### config.mk
export PLATFORM = sky130hd
export DESIGN_NAME = mult_hilo_ctrl
export DESIGN_NICKNAME = d
export VERILOG_FILES = /design/src/rtl/mult_hilo_ctrl.sv
export SDC_FILE = /design/constraint.sdc
export NUM_CORES = 2
export LEC_CHECK = 0
export CAP_MARGIN = 20
export CELL_PAD_IN_SITES_DETAIL_PLACEMENT = 1
export CELL_PAD_IN_SITES_GLOBAL_PLACEMENT = 2
export CORE_MARGIN = 4
export CORE_UTILIZATION = 37
export DETAILED_ROUTE_END_ITERATION = 16
export PLACE_DENSITY = 0.77
export SETUP_SLACK_MARGIN = 0.4
export SYNTH_ARGS = -nofsm -noshare
export SYNTH_HDL_FRONTEND = slang
export SYNTH_SLANG_ARGS = --single-unit
### constraint.sdc
create_clock -name clk -period 6.6 [get_ports clk]
set_clock_uncertainty 0.05 [all_clocks]
set_input_delay 0.99 -clock clk [delete_from_list [all_inputs] [get_ports clk]]
set_output_delay 0.99 -clock clk [all_outputs]
set_load 0.02 [all_outputs]
### src/rtl/mult_hilo_ctrl.sv
// mult_hilo_ctrl
//   Sequential MULT/MULTU unit that owns the architectural HI/LO registers.
//   A request accepted in IDLE latches the operand magnitudes and the result
//   sign. The unsigned product of the magnitudes then runs through a
//   LATENCY-stage registered pipeline, and the signed result is committed to
//   HI/LO. MTHI/MTLO write HI/LO directly and cancel any multiply in flight.
//   MFHI/MFLO requests are stalled while a multiply is busy.
//
//   Ports
//     clk        in   rising-edge clock
//     rst        in   synchronous active-high reset
//     start      in   multiply request, only honoured in IDLE
//     is_signed  in   1 = MULT, 0 = MULTU
//     op_a/op_b  in   multiplicand / multiplier
//     mthi/mtlo  in   write wdata into HI / LO
//     wdata      in   MTHI/MTLO data
//     mf_req     in   MFHI/MFLO pending
//     hi/lo      out  architectural HI/LO
//     busy       out  multiply in flight (CALC or COMMIT)
//     done       out  one-cycle pulse after the HI/LO commit
//     stall      out  mf_req & busy
//
//   state    | meaning
//   ---------+----------------------------------------------------------
//   S_IDLE   | waiting for start; MTHI/MTLO write directly
//   S_CALC   | product moving through the pipeline, r_cnt counts down
//   S_COMMIT | last pipeline stage valid, signed result written to HI/LO
module mult_hilo_ctrl #(
   parameter int WIDTH   = 32,
   parameter int LATENCY = 2
) (
   input  logic             clk,
   input  logic             rst,
   input  logic             start,
   input  logic             is_signed,
   input  logic [WIDTH-1:0] op_a,
   input  logic [WIDTH-1:0] op_b,
   input  logic             mthi,
   input  logic             mtlo,
   input  logic [WIDTH-1:0] wdata,
   input  logic             mf_req,
   output logic [WIDTH-1:0] hi,
   output logic [WIDTH-1:0] lo,
   output logic             busy,
   output logic             done,
   output logic             stall
);

   localparam int CW = (LATENCY > 1) ? $clog2(LATENCY) : 1;
   localparam logic [WIDTH-1:0]   ONE_W  = {{(WIDTH-1){1'b0}}, 1'b1};
   localparam logic [2*WIDTH-1:0] ONE_2W = {{(2*WIDTH-1){1'b0}}, 1'b1};

   typedef enum logic [1:0] {
      S_IDLE   = 2'd0,
      S_CALC   = 2'd1,
      S_COMMIT = 2'd2
   } state_t;

   state_t             r_state;
   state_t             w_state_nxt;
   logic [CW-1:0]      r_cnt;
   logic [WIDTH-1:0]   r_mag_a;
   logic [WIDTH-1:0]   r_mag_b;
   logic               r_neg;
   logic [WIDTH-1:0]   r_hi;
   logic [WIDTH-1:0]   r_lo;
   logic               r_done;
   logic [2*WIDTH-1:0] r_pipe [LATENCY];

   logic [WIDTH-1:0]   w_mag_a;
   logic [WIDTH-1:0]   w_mag_b;
   logic               w_neg;
   logic [2*WIDTH-1:0] w_prod;
   logic [2*WIDTH-1:0] w_result;
   logic               w_mt;
   logic               w_accept;
   logic               w_commit;

   // Magnitudes stay W-bit unsigned so the most negative operand maps to
   // 2^(W-1) without overflow; only the 2W-bit product is negated.
   assign w_mag_a  = (is_signed & op_a[WIDTH-1]) ? (~op_a + ONE_W) : op_a;
   assign w_mag_b  = (is_signed & op_b[WIDTH-1]) ? (~op_b + ONE_W) : op_b;
   assign w_neg    = is_signed & (op_a[WIDTH-1] ^ op_b[WIDTH-1]);
   assign w_prod   = {{WIDTH{1'b0}}, r_mag_a} * {{WIDTH{1'b0}}, r_mag_b};
   assign w_result = r_neg ? (~r_pipe[LATENCY-1] + ONE_2W) : r_pipe[LATENCY-1];
   assign w_mt     = mthi | mtlo;

   always_ff @(posedge clk) begin
      if (rst) begin
         r_state <= S_IDLE;
      end else begin
         r_state <= w_state_nxt;
      end
   end

   // Any MTHI/MTLO wins over both a new request and an in-flight multiply.
   always_comb begin
      w_state_nxt = r_state;
      w_accept    = 1'b0;
      w_commit    = 1'b0;
      busy        = 1'b0;
      case (r_state)
         S_IDLE: begin
            if (start && !w_mt) begin
               w_accept    = 1'b1;
               w_state_nxt = S_CALC;
            end
         end
         S_CALC: begin
            busy = 1'b1;
            if (w_mt) begin
               w_state_nxt = S_IDLE;
            end else if (r_cnt == '0) begin
               w_state_nxt = S_COMMIT;
            end
         end
         S_COMMIT: begin
            busy        = 1'b1;
            w_state_nxt = S_IDLE;
            w_commit    = !w_mt;
         end
         default: begin
            w_state_nxt = S_IDLE;
         end
      endcase
   end

   always_ff @(posedge clk) begin
      if (rst) begin
         r_cnt   <= '0;
         r_mag_a <= '0;
         r_mag_b <= '0;
         r_neg   <= 1'b0;
         r_hi    <= '0;
         r_lo    <= '0;
         r_done  <= 1'b0;
      end else begin
         r_done <= w_commit;
         if (w_accept) begin
            r_mag_a <= w_mag_a;
            r_mag_b <= w_mag_b;
            r_neg   <= w_neg;
            r_cnt   <= CW'(LATENCY - 1);
         end else if (r_state == S_CALC) begin
            r_cnt <= r_cnt - CW'(1);
         end
         if (w_commit) begin
            {r_hi, r_lo} <= w_result;
         end
         if (mthi) begin
            r_hi <= wdata;
         end
         if (mtlo) begin
            r_lo <= wdata;
         end
      end
   end

   // Free-running pipeline: magnitudes are held for the whole CALC phase, so
   // the last stage is valid by COMMIT. Stale contents are never committed.
   always_ff @(posedge clk) begin
      r_pipe[0] <= w_prod;
      for (int i = 1; i < LATENCY; i++) begin
         r_pipe[i] <= r_pipe[i-1];
      end
   end

   assign hi    = r_hi;
   assign lo    = r_lo;
   assign done  = r_done;
   assign stall = mf_req & busy;

endmodule

==> results.md <==
* Max_cap viols at 0
* Rel. slew slack at 0.337
* Distinct cells, synth at between 60 and 70
* Seq pwr share at 0.305
* DRC Markers at 0
* Commonest cells in the netlist: fa_1 (896), inv_1 (880), and2_1 (634), nand2_1 (542), clkbuf_1 (273)
* Tightest Pin Transition at 0.992 ns
* Cell Rows at 125
* Die Height at 350 um
* Worst Path Max Fanout at 6
* Clk_lat worst skew at a little under 0.6 ns
* Power Density at around 120 nW/um^2
* Nature of the critical path endpoint: flop
* DRT Pass-1 Iters at 5
* Overall power at approximately 0.0063 W
* TritonCTS buffer count at 34
* First-pass GRT wire length at between 200,000 and 250,000 um
* Nets at between 6k and 7k
* RSZ-0062 raised after global routing: true
* Int Power at approximately 0.0039 W
* Starting Density at 0.373
* Switching share of power at 0.377
* Total global routing overflow at 0
* Yosys top cell by area: fa_1
* Setup Crit Path Kind: reg -> reg
* P&R area growth vs syn at 23.7%
* Routed WL at ~150,000 um
* Final WS setup at -0.889 ns
* Hold Crit Class: reg -> reg
* Fraction of the mapped netlist area in adder cells at 0.492
* Core area at 116,000 sq um
* CTS hold repair buffers at 0
* Lkg Pwr at approximately 25 nW
* Final count of negative-setup-slack endpoints at 41
* Post-route cell area at around 54,000 sq um
* FFs w/ async S/R, synth at 0
* Total GRT Usage at 0.246
* Simple-gate share of the synthesized area at 0.178
* Fin. max-slew vios at 0
* FF+latch count, synth at 261
* XOR/XNOR Fraction of Synth Area at 0.0344
* Via Count at between 30k and 40k
* Worst-path clk slew at 0.07 ns
* Switching Power at ~0.0024 W
* Most frequent cell after synthesis: fa_1
* Final worst-path cycle share at 1.13
* Violation count after the first detailed-routing iteration at about 1.7k
* Number of flops mapped to enable cells by yosys at 0
* Data arrival, critical path at approximately 7.9 ns
* Comb pwr share at 0.378
* Largest net degree at the start of global routing at between 60 and 70
* Share of cells above drive strength 1 at 0.172
* Worst VDD drop at 0.000167 V
* CTS Sinks at about 260
* Post-synthesis mux area share at 0.000693
* Die area at ~120,000 sq um
* Detail Placement HPWL at roughly 120,000 um
* Required time of the critical path at 7.03 ns
* Vias per cell at 5.08
* Crit path launch type: flop
* Syn. warnings at 0
* Die width at around 350 um
* Post-placement setup slack at -1.20 ns
* CP peak stage delay at 0.62 ns
* Total nets after synthesis at around 6.0k
* Gpl congestion at between 0.8 and 0.9
* CTS tree: done
* Cell mode on critical path: fa_1
* Largest family of logic cells by synthesized area: adder cells
* Root Driver: clkbuf_16
* Antenna violations before repair at 5
* Clock Tree Buf Depth at 3
* Ant diodes at 0
* Highest clock rate at approximately 0.13 GHz
* Post-Syn Area at about 43,000 sq um
* Register area share after synthesis at 0.121
* Largest delay share family, worst path: adder cells
* CP Cell Sequence: buf_12, buf_6, and2_4, fa_1, fa_1, inv_2, fa_2, fa_1, fa_1, inv_1, fa_2, fa_1, fa_2, ha_4, nand4_1, nor3_4, nand2_2, nor4_4, o31ai_4, buf_12, o311ai_4, a31oi_2, o31ai_2, xor2_1
* Top FF cell, synth: dfxtp_1
* Post-DRT Antenna Nets at 0
* Power share of the clock group at 0.317
* Vias in the first global route at between 30k and 40k
* Dpl cell area at about 50,000 sq um
* Slowest cell on crit path: fa_1
* CP bufs+invs at 5
* Failing checks: setup timing
* Setup TNS at -22.39 ns
* Mapped Cells at around 4.8k
* I/O pins at 170
* Final hold vios at 0
* Synth top area share at 0.414
* Compound-gate portion of the synthesized area at 0.0741
* H-tree Lvls at 2
* Mean Syn Cell Area at between 9 and 10 sq um
* Top post-synthesis cells by area: fa_1 (41%), dfxtp_1 (12%), and2_1 (9.2%)
* Status: finished with violations
* Wire length per cell at between 20 and 25 um
* Post-route core utilization at 0.461
* Port bufs at roughly 170
* Crit path time final at around 7.5 ns
stage by stage:
| step | hold WS [ns] | cells |
|---|---|---|
| CTS | 0.245 | 6727 |
| finish | 0.253 | 6769 |
| global route | 0.251 | 6769 |
| floorplan | 0.260 | 4765 |
| detailed placement | 0.263 | 6626 |
| global placement | 0.262 | 6625 |
layout make-up:
cell class                      count  area [sq um]
Sequential cell                   261          5330
Clock buffer                       41           948
Timing Repair Buffer              694          6630
Multi-Input combinational cell   3348         35200
Tap cell                         1524          1910
Fill cell                       13200         62600
Inverter                          880          3300
Clock inverter                     21           235
timing repair:
item | in CTS | in global routing
setup endpoints to repair | 50 | 50
gates cloned | 0 | 2
pin swaps | 82 | 117
gates resized for setup | 226 | 168
buffers inserted | 39 | 40
power by group through the flow:
stage                     clock network, W  logic [W]  registers (W)
after floorplan                          0    0.00117        0.00192
after global placement                   0    0.00213        0.00197
after detailed placement                 0    0.00217        0.00198
after CTS                          0.00206    0.00229        0.00194
after global routing               0.00211    0.00260        0.00195
final                              0.00201    0.00240        0.00193
worst paths after layout:
| kind | cells past startpoint | from | end | slack [ns] |
|---|---|---|---|---|
| worst max register to register | 24 | r_mag_a[14] | r_pipe[0][61] | -0.89 |
| worst min register to register | 0 | r_pipe[0][40] | r_pipe[0][104] | 0.25 |
| worst max-delay path | 24 | r_mag_a[14] | r_pipe[0][61] | -0.89 |
| worst min-delay path | 0 | r_pipe[0][40] | r_pipe[0][104] | 0.25 |
state kept, by name, indices dropped and copies added (netlist names):
name     flops
done         1
hi          32
lo          32
r_cnt        1
r_mag_a     32
r_mag_b     32
r_neg        1
r_pipe     128
r_state      2
cell families (layout without fill, tap and decap cells):
group | after synthesis | count (layout)
flops | 261 | 261
compound gates | 488 | 488
buf+inv | 1156 | 1636
xor+xnor | 170 | 170
fa+ha+maj | 1165 | 1165
simple gates | 1522 | 1522
mux | 3 | 3
metal layers:
metal	up-vias	GRT usage	part of all wire	wire (um)
met5	-	0	0	0
met4	0	0.0813	0.043	6520
met3	226	0.0162	0.024	3580
met2	573	0.458	0.53	79600
met1	18200	0.302	0.41	61200
li1	15400	-	-	-
placed cells by master, fill, tap and decap left out, types with 57 or more instances in the layout:
| master | n |
|---|---|
| inv_1 | 856 |
| fa_1 | 850 |
| and2_1 | 606 |
| nand2_1 | 528 |
| buf_4 | 399 |
| ha_1 | 237 |
| dfxtp_1 | 224 |
| clkdlybuf4s50_1 | 168 |
| nor2_1 | 165 |
| a21oi_1 | 104 |
| xor2_1 | 85 |
| xnor2_1 | 72 |
| o21ai_0 | 57 |
(Power assumes the default switching activity.)
